===== src/rtl/tm_frame_reader_mc_pkg.sv =====
// Shared types and constants for the multi-buffer TM frame reader.
// FSM state encoding, clog2 helper and default frame/ASM timing.
package tm_rd_pkg;

  typedef enum logic [1:0] {
    IDLE,
    READ,
    DONE
  } rd_state_t;

  localparam int DEF_FRAME_LEN = 223;
  localparam int DEF_ASM_LEAD  = 15;

  // Never returns less than 1 so it can always size a vector.
  function automatic int clog2(input int value);
    int r;
    r = 0;
    while ((1 << r) < value) r++;
    return (r < 1) ? 1 : r;
  endfunction

endpackage


===== src/rtl/tm_frame_reader_mc_if.sv =====
// Reader bus: buffer status and RAM read data in; RAM read port, framed byte stream
// and per-buffer completion out. master = the reader, slave = its environment.
interface tm_frame_reader_mc_if #(
  parameter int NUM_BUF = 4,
  parameter int ADDR_W  = 10,
  parameter int CNT_W   = 32
);
  import tm_rd_pkg::*;

  localparam int IDX_W = clog2(NUM_BUF);

  logic [NUM_BUF-1:0] Buf_Ready;
  logic               Pending;
  logic               En_Read_Buff;
  logic [7:0]         DataI;
  logic               USER_REN;
  logic [ADDR_W-1:0]  USER_RA;
  logic [7:0]         DataO;
  logic               Data_Valid;
  logic               En_CRC32;
  logic               En_ASG;
  logic [NUM_BUF-1:0] Buf_Done;
  logic [IDX_W-1:0]   Cur_Buf;
  logic [CNT_W-1:0]   TM_Packet_Counter;

  modport master (
    input  Buf_Ready, Pending, En_Read_Buff, DataI,
    output USER_REN, USER_RA, DataO, Data_Valid, En_CRC32, En_ASG,
           Buf_Done, Cur_Buf, TM_Packet_Counter
  );

  modport slave (
    output Buf_Ready, Pending, En_Read_Buff, DataI,
    input  USER_REN, USER_RA, DataO, Data_Valid, En_CRC32, En_ASG,
           Buf_Done, Cur_Buf, TM_Packet_Counter
  );

endinterface


===== src/rtl/tm_rr_arbiter.sv =====
// Round-robin grant over NUM_BUF requests, combinational from a registered pointer; 0-cycle grant.
// take moves the pointer onto the grant; restore puts back the pointer held before the last take.
module tm_rr_arbiter
  import tm_rd_pkg::*;
#(
  parameter  int NUM_BUF = 4,
  localparam int IDX_W   = clog2(NUM_BUF)
) (
  input  logic               clk,
  input  logic               rst,
  input  logic [NUM_BUF-1:0] req,
  input  logic               take,
  input  logic               restore,
  output logic [IDX_W-1:0]   grant_idx,
  output logic               grant_vld
);

  localparam logic [IDX_W-1:0] PTR_RST = IDX_W'(NUM_BUF - 1);

  logic [IDX_W-1:0] rr_q, rr_d;
  logic [IDX_W-1:0] prev_q, prev_d;
  logic [IDX_W-1:0] hi_idx, lo_idx;
  logic             hi_vld, lo_vld;

  // Lowest request above the pointer wins; otherwise wrap to the lowest request overall.
  always_comb begin
    hi_idx = '0;
    lo_idx = '0;
    hi_vld = 1'b0;
    lo_vld = 1'b0;
    for (int k = NUM_BUF - 1; k >= 0; k--) begin
      if (req[k]) begin
        lo_vld = 1'b1;
        lo_idx = IDX_W'(k);
        if (k > int'(rr_q)) begin
          hi_vld = 1'b1;
          hi_idx = IDX_W'(k);
        end
      end
    end
    grant_vld = lo_vld;
    grant_idx = hi_vld ? hi_idx : lo_idx;
  end

  always_comb begin
    rr_d   = rr_q;
    prev_d = prev_q;
    if (restore) begin
      rr_d = prev_q;
    end else if (take) begin
      prev_d = rr_q;
      rr_d   = grant_idx;
    end
  end

  always_ff @(posedge clk) begin
    if (rst) begin
      rr_q   <= PTR_RST;
      prev_q <= PTR_RST;
    end else begin
      rr_q   <= rr_d;
      prev_q <= prev_d;
    end
  end

endmodule


===== src/rtl/tm_frame_reader_mc.sv =====
// Round-robin frame fetch from NUM_BUF RAM banks, one byte per RD_DIV clocks, CRC32/ASM framing.
// Grants only on a divider tick with Pending set; frames run to completion unless TM_RD_ABORT_EN.
module tm_frame_reader_mc
  import tm_rd_pkg::*;
#(
  parameter int NUM_BUF    = 4,
  parameter int BANK_SHIFT = 8,
  parameter int ADDR_W     = 10,
  parameter int FRAME_LEN  = DEF_FRAME_LEN,
  parameter int RD_DIV     = 4,
  parameter int ASM_LEAD   = DEF_ASM_LEAD,
  parameter int CNT_W      = 32
) (
  input logic                  ClkI,
  input logic                  Rst,
  tm_frame_reader_mc_if.master bus
);

  localparam int IDX_W = clog2(NUM_BUF);
  localparam int DIV_W = clog2(RD_DIV);
  localparam int RC_W  = (BANK_SHIFT < 1) ? 1 : BANK_SHIFT;
  localparam int AL_W  = clog2(ASM_LEAD + 1);

  localparam logic [DIV_W-1:0] DIV_LAST = DIV_W'(RD_DIV - 1);
  localparam logic [RC_W-1:0]  CNT_LAST = RC_W'(FRAME_LEN - 1);
  localparam logic [AL_W-1:0]  LEAD     = AL_W'(ASM_LEAD);

  rd_state_t          state_q, state_d;
  logic [DIV_W-1:0]   div_q, div_d;
  logic               ren_q, ren_d;
  logic [ADDR_W-1:0]  ra_q, ra_d;
  logic [RC_W-1:0]    rd_cnt_q, rd_cnt_d;
  logic               crc_q, crc_d;
  logic [AL_W-1:0]    asg_cnt_q, asg_cnt_d;
  logic               asg_prev_q, asg_prev_d;
  logic [NUM_BUF-1:0] done_q, done_d;
  logic [IDX_W-1:0]   cur_q, cur_d;
  logic [CNT_W-1:0]   pkt_q, pkt_d;

  logic               tick, en_asg;
  logic               grant_take, rr_restore, grant_vld;
  logic [IDX_W-1:0]   grant_idx;

  tm_rr_arbiter #(.NUM_BUF(NUM_BUF)) u_arb (
    .clk       (ClkI),
    .rst       (Rst),
    .req       (bus.Buf_Ready),
    .take      (grant_take),
    .restore   (rr_restore),
    .grant_idx (grant_idx),
    .grant_vld (grant_vld)
  );

  assign tick   = (div_q == '0);
  assign en_asg = crc_q && (asg_cnt_q == LEAD);

  always_comb begin
    state_d    = state_q;
    div_d      = (div_q == DIV_LAST) ? '0 : div_q + DIV_W'(1);
    ren_d      = ren_q;
    ra_d       = ra_q;
    rd_cnt_d   = rd_cnt_q;
    crc_d      = crc_q;
    done_d     = '0;
    cur_d      = cur_q;
    grant_take = 1'b0;
    rr_restore = 1'b0;

    unique case (state_q)
      IDLE: begin
        if (tick && bus.En_Read_Buff && bus.Pending && grant_vld) begin
          grant_take = 1'b1;
          cur_d      = grant_idx;
          ra_d       = ADDR_W'(grant_idx) << BANK_SHIFT;
          rd_cnt_d   = '0;
          ren_d      = 1'b1;
          crc_d      = 1'b1;
          state_d    = READ;
        end
      end
      READ: begin
        if (tick) begin
`ifdef TM_RD_ABORT_EN
          // Abort leaves the buffer ready and rewinds the pointer so it is retried first.
          if (!bus.En_Read_Buff) begin
            ren_d      = 1'b0;
            crc_d      = 1'b0;
            ra_d       = '0;
            rr_restore = 1'b1;
            state_d    = IDLE;
          end else
`endif
          if (rd_cnt_q < CNT_LAST) begin
            ra_d     = ra_q + ADDR_W'(1);
            rd_cnt_d = rd_cnt_q + RC_W'(1);
          end else begin
            ren_d   = 1'b0;
            crc_d   = 1'b0;
            state_d = DONE;
          end
        end
      end
      DONE: begin
        done_d[cur_q] = 1'b1;
        ra_d          = '0;
        state_d       = IDLE;
      end
      default: state_d = IDLE;
    endcase

    // Lead counter saturates so En_ASG stays up for the rest of the window.
    asg_cnt_d  = !crc_q ? '0 : ((asg_cnt_q == LEAD) ? asg_cnt_q : asg_cnt_q + AL_W'(1));
    asg_prev_d = en_asg;
    pkt_d      = (en_asg && !asg_prev_q) ? pkt_q + CNT_W'(1) : pkt_q;
  end

  always_ff @(posedge ClkI) begin
    if (Rst) begin
      state_q    <= IDLE;
      div_q      <= '0;
      ren_q      <= 1'b0;
      ra_q       <= '0;
      rd_cnt_q   <= '0;
      crc_q      <= 1'b0;
      asg_cnt_q  <= '0;
      asg_prev_q <= 1'b0;
      done_q     <= '0;
      cur_q      <= '0;
      pkt_q      <= '0;
    end else begin
      state_q    <= state_d;
      div_q      <= div_d;
      ren_q      <= ren_d;
      ra_q       <= ra_d;
      rd_cnt_q   <= rd_cnt_d;
      crc_q      <= crc_d;
      asg_cnt_q  <= asg_cnt_d;
      asg_prev_q <= asg_prev_d;
      done_q     <= done_d;
      cur_q      <= cur_d;
      pkt_q      <= pkt_d;
    end
  end

  assign bus.USER_REN          = ren_q;
  assign bus.USER_RA           = ra_q;
  assign bus.DataO             = bus.DataI;
  assign bus.Data_Valid        = ren_q && (div_q == DIV_LAST);
  assign bus.En_CRC32          = crc_q;
  assign bus.En_ASG            = en_asg;
  assign bus.Buf_Done          = done_q;
  assign bus.Cur_Buf           = cur_q;
  assign bus.TM_Packet_Counter = pkt_q;

endmodule


===== src/flat_wrapper.sv =====
// flat-port wrapper written by rule: the top's interface ports become plain ports
module tm_frame_reader_mc_flat import tm_rd_pkg::*;
#(
  parameter int NUM_BUF    = 4,
  parameter int BANK_SHIFT = 8,
  parameter int ADDR_W     = 10,
  parameter int FRAME_LEN  = DEF_FRAME_LEN,
  parameter int RD_DIV     = 4,
  parameter int ASM_LEAD   = DEF_ASM_LEAD,
  parameter int CNT_W      = 32
)
  (ClkI, Rst, bus_Buf_Ready, bus_Pending, bus_En_Read_Buff, bus_DataI, bus_USER_REN, bus_USER_RA, bus_DataO, bus_Data_Valid, bus_En_CRC32, bus_En_ASG, bus_Buf_Done, bus_Cur_Buf, bus_TM_Packet_Counter);
  tm_frame_reader_mc_if #(.NUM_BUF(NUM_BUF), .ADDR_W(ADDR_W), .CNT_W(CNT_W)) bus_i ();
  input logic ClkI;
  input logic Rst;
  input wire logic [$bits(bus_i.Buf_Ready)-1:0] bus_Buf_Ready;
  input wire logic [$bits(bus_i.Pending)-1:0] bus_Pending;
  input wire logic [$bits(bus_i.En_Read_Buff)-1:0] bus_En_Read_Buff;
  input wire logic [$bits(bus_i.DataI)-1:0] bus_DataI;
  output wire logic [$bits(bus_i.USER_REN)-1:0] bus_USER_REN;
  output wire logic [$bits(bus_i.USER_RA)-1:0] bus_USER_RA;
  output wire logic [$bits(bus_i.DataO)-1:0] bus_DataO;
  output wire logic [$bits(bus_i.Data_Valid)-1:0] bus_Data_Valid;
  output wire logic [$bits(bus_i.En_CRC32)-1:0] bus_En_CRC32;
  output wire logic [$bits(bus_i.En_ASG)-1:0] bus_En_ASG;
  output wire logic [$bits(bus_i.Buf_Done)-1:0] bus_Buf_Done;
  output wire logic [$bits(bus_i.Cur_Buf)-1:0] bus_Cur_Buf;
  output wire logic [$bits(bus_i.TM_Packet_Counter)-1:0] bus_TM_Packet_Counter;
  assign bus_i.Buf_Ready = bus_Buf_Ready;
  assign bus_i.Pending = bus_Pending;
  assign bus_i.En_Read_Buff = bus_En_Read_Buff;
  assign bus_i.DataI = bus_DataI;
  assign bus_USER_REN = bus_i.USER_REN;
  assign bus_USER_RA = bus_i.USER_RA;
  assign bus_DataO = bus_i.DataO;
  assign bus_Data_Valid = bus_i.Data_Valid;
  assign bus_En_CRC32 = bus_i.En_CRC32;
  assign bus_En_ASG = bus_i.En_ASG;
  assign bus_Buf_Done = bus_i.Buf_Done;
  assign bus_Cur_Buf = bus_i.Cur_Buf;
  assign bus_TM_Packet_Counter = bus_i.TM_Packet_Counter;
  tm_frame_reader_mc #(.NUM_BUF(NUM_BUF), .BANK_SHIFT(BANK_SHIFT), .ADDR_W(ADDR_W), .FRAME_LEN(FRAME_LEN), .RD_DIV(RD_DIV), .ASM_LEAD(ASM_LEAD), .CNT_W(CNT_W)) u_core (.ClkI(ClkI), .Rst(Rst), .bus(bus_i));
endmodule

===== config.mk =====
export PLATFORM = sky130hd
export DESIGN_NAME = tm_frame_reader_mc_flat
export DESIGN_NICKNAME = d
export VERILOG_FILES = /design/src/rtl/tm_frame_reader_mc_pkg.sv /design/src/rtl/tm_frame_reader_mc_if.sv /design/src/rtl/tm_rr_arbiter.sv /design/src/rtl/tm_frame_reader_mc.sv /design/src/flat_wrapper.sv
export SDC_FILE = /design/constraint.sdc
export NUM_CORES = 1
export LEC_CHECK = 0
export ABC_AREA = 1
export BUFFER_PORTS_ARGS = -buffer_cell sky130_fd_sc_hd__buf_2
export CORE_ASPECT_RATIO = 0.8
export CORE_MARGIN = 8
export CORE_UTILIZATION = 51
export DETAILED_ROUTE_END_ITERATION = 10
export PLACE_DENSITY_LB_ADDON = 0.15
export SYNTH_ARGS = -nofsm -noshare
export SYNTH_HDL_FRONTEND = slang
export SYNTH_SLANG_ARGS = --single-unit

===== constraint.sdc =====
create_clock -name ClkI -period 1.5 [get_ports ClkI]
set_clock_uncertainty 0.05 [all_clocks]
set_input_delay 0.075 -clock ClkI [delete_from_list [all_inputs] [get_ports ClkI]]
set_output_delay 0.075 -clock ClkI [all_outputs]
set_load 0.005 [all_outputs]

==> metrics <==
cells on worst reg2reg path=10; Power Dens Cells=roughly 830 nW/um^2; via count=4588; P_leak=2.34 nW; R2R Setup Slk=-0.13 ns; RSZ-0062 raised after global routing=true; failing checks=setup timing; Core ar.=7870 sq um; global route overflow=0; CP startpoint kind=flip-flop; Area Growth Syn to Fin=36.1%; final worst-path cycle share=109%; placed inst area=4880 sq um; Starting Density=52.2%; count leader, synth=nand2_1; Syn Inst Count=648; routability cong.=0.919; yosys warns=0; worst endpoint data arrival time=1.86 ns; post-synth top area cell=dfxtp_1; I/O pin count=76; number of buffers created by CTS=9; dominant cells by area after synthesis=dfxtp_1, nand2_1, nor2_1, inv_1, a21oi_1; final core utilization=71.0%; adder-cell area share of the yosys netlist=2.74%; non-filler cells, final=878; initial antenna violation count=0; Mapped Area=4110 sq um; DP HPWL=8.73 mm; Reg2Reg Capture Point=u_core.bus.TM_Packet_Counter[17]; maximum vdd drop=0.000555 V; CP delay by family, top=simple AND/OR/NAND/NOR gates; H-tree depth=3; Die X=116 um; outcome=finished with violations; DRT iter0 DRCs=353; post-synthesis compound-gate area fraction=9.78%; Routed WL per cell=13.9 um; Clk Latency, worst-skew pair=0.34 ns; maximum clock rate=between 600 and 700 MHz; Slew Limit Fails=0; maximum fanout along the worst path=4; global-route wire length before repair=19.3 mm; Antenna Cells=0; Hold Path Stages=4; Synth Area in XOR/XNOR=around 1.7%; cell total after placement=850; I/O Buffers=around 60; vias in the first global route=around 4100; post-route cell area=5590 sq um; Root Driver=clkbuf_8; final setup fails=29; Routed Antenna Nets=0; Mapped Avg Cell Area=about 6.3 sq um; layout cell share with drive strength beyond 1=34.9%; CTS tree=done; 1st-pass router iterations=4; FP Rows=29; # hold bufs at CTS=0; Seq/Total Area, Yosys=33.2%; Setup CP Type=reg2reg; CP Capture Point=u_core.bus.TM_Packet_Counter[17]; GRT Total Usage=approximately 21%; Distinct cells, synth=39; post-synth top area share=approximately a third; routed vias/inst=5.23; Worst Setup Slack, final=-0.128 ns; Num Clock Sinks=68; asr flop ratio synth=0%; WP data required=1.73 ns; Synth Flop Type=dfxtp_1; final hold vios=0; Final Total Pwr=4.65 mW; CP Cell Sequence=ha_4, nand2_4, nor2_4, nand3_4, buf_6, nor3_4, nand3b_1, nand2_1, inv_1, nor2_1; Simple-Gate Fraction of Synth Area=43.2%; Bufs and invs on worst path=2; slowest CP cell=dfxtp_2; critical path capture point type=flip-flop; drt drc=0; Critical R2R Launch=u_core.asg_cnt_q[1]; post-synthesis mux area share=0%; Critical Path Start=u_core.asg_cnt_q[1]; Least-Margin Pin Slew=0.550 ns; number of max-cap violations=0; CP peak stage delay=0.36 ns; Layout Nets=790; largest net degree at the start of global routing=41; CTS clk-pin slew, worst paths=0.08 ns; Slew HR=63.4%; largest family of logic cells by synthesized area=simple AND/OR/NAND/NOR gates; critical path depth=10; Die ar.=11200 sq um; number of synthesized flops with an enable pin=0; total wire length=between 10 and 15 mm; Seq cells post-synth=68; top cells by count, synth=nand2_1, nor2_1, dfxtp_1; syn nets=approximately 670; Die Y=96.3 um; crit path time final=1.63 ns; min-delay worst type=in2reg; Longest Clk Path Bufs=2
==> report_power, final <==
part | switching [mW] | internal, mW
logic | 0.592 | 0.422
clock network | 0.743 | 0.989
registers | 0.0481 | 1.86
total | 1.38 | 3.27
==> logic make-up after synthesis <==
group,Yosys count
AO/OA/AOI/OAI,75
adder cells (fa/ha/maj),9
flip-flops,68
AND/OR/NAND/NOR,397
XOR/XNOR,8
buffers and inverters,91
==> cells in the final DEF (no fill, tap or decap), types with 6 or more instances in the layout <==
master,n
xor2_1,7
nand3_2,6
buf_4,58
clkbuf_8,10
nor3_1,10
nor2_4,15
inv_2,6
o21ai_0,13
nand2_2,25
inv_1,57
buf_2,59
dfxtp_1,46
a21oi_2,10
nand3_1,31
buf_6,10
nor2_1,79
nor2_2,11
nand2_1,194
dfxtp_2,21
a21oi_1,39
nand4_1,6
==> registers in the layout (all words and copies together), names as in the netlist <==
register,cells
u_core.state_q,2
u_core.bus.Buf_Done,4
u_core.div_q,2
u_core.bus.USER_RA,10
u_core.u_arb.rr_q,2
u_core.bus.Cur_Buf,2
u_core.rd_cnt_q,8
u_core.asg_cnt_q,4
u_core.asg_prev_q,1
u_core.bus.USER_REN,1
u_core.bus.TM_Packet_Counter,32
==> worst reg2reg max path: stages (launching register included) <==
cell and delay (ns):
dfxtp_2 0.36, ha_4 0.15, nand2_4 0.06, nor2_4 0.14
nand3_4 0.14, buf_6 0.16, nor3_4 0.22, nand3b_1 0.10
nand2_1 0.07, inv_1 0.04, nor2_1 0.10
==> worst min path at each step <==
stage | startpoint | to | slack [ns]
floorplan | bus_DataI[0] | bus_DataO[0] | 0.18
global placement | bus_DataI[0] | bus_DataO[0] | 0.10
detailed placement | bus_DataI[0] | bus_DataO[0] | 0.10
CTS | Rst | u_core.asg_cnt_q[0] | 0.05
global route | Rst | u_core.bus.USER_REN | 0.07
finish | Rst | u_core.asg_cnt_q[0] | 0.06
==> area by class of cell <==
| type | count | area, sq um |
|---|---|---|
| Clock inverter | 5 | 85.1 |
| Multi-Input combinational cell | 490 | 2690 |
| Tap cell | 108 | 135 |
| Timing Repair Buffer | 129 | 883 |
| Inverter | 67 | 262 |
| Fill cell | 659 | 2280 |
| Clock buffer | 11 | 141 |
| Sequential cell | 68 | 1390 |
==> per-stage QoR <==
step / hold WS, ns / TNS, ns / worst slack, ns
finish: 0.0635 / -0.868 / -0.128
global route: 0.0749 / -3.79 / -0.195
CTS: 0.0524 / -0.0805 / -0.0549
detailed placement: 0.100 / -3.15 / -0.218
global placement: 0.100 / -1.49 / -0.145
floorplan: 0.181 / 0 / 0.00488
==> layer usage <==
layer  share of wire, %  up-vias  global-route usage [%]
met5                  0        -                       0
met4               0.74        0                    4.84
met3                6.8       12                    4.64
met2                 45      156                    33.8
met1                 47     2138                    29.5
li1                   -     2282                       -
==> what timing repair did <==
item / CTS / global route
gates resized for setup: 48 / 76
gates cloned: 0 / 1
setup buffers: 6 / 5
setup endpoints to repair: 42 / 52
pin swaps: 16 / 27
(Power assumes the default switching activity.)
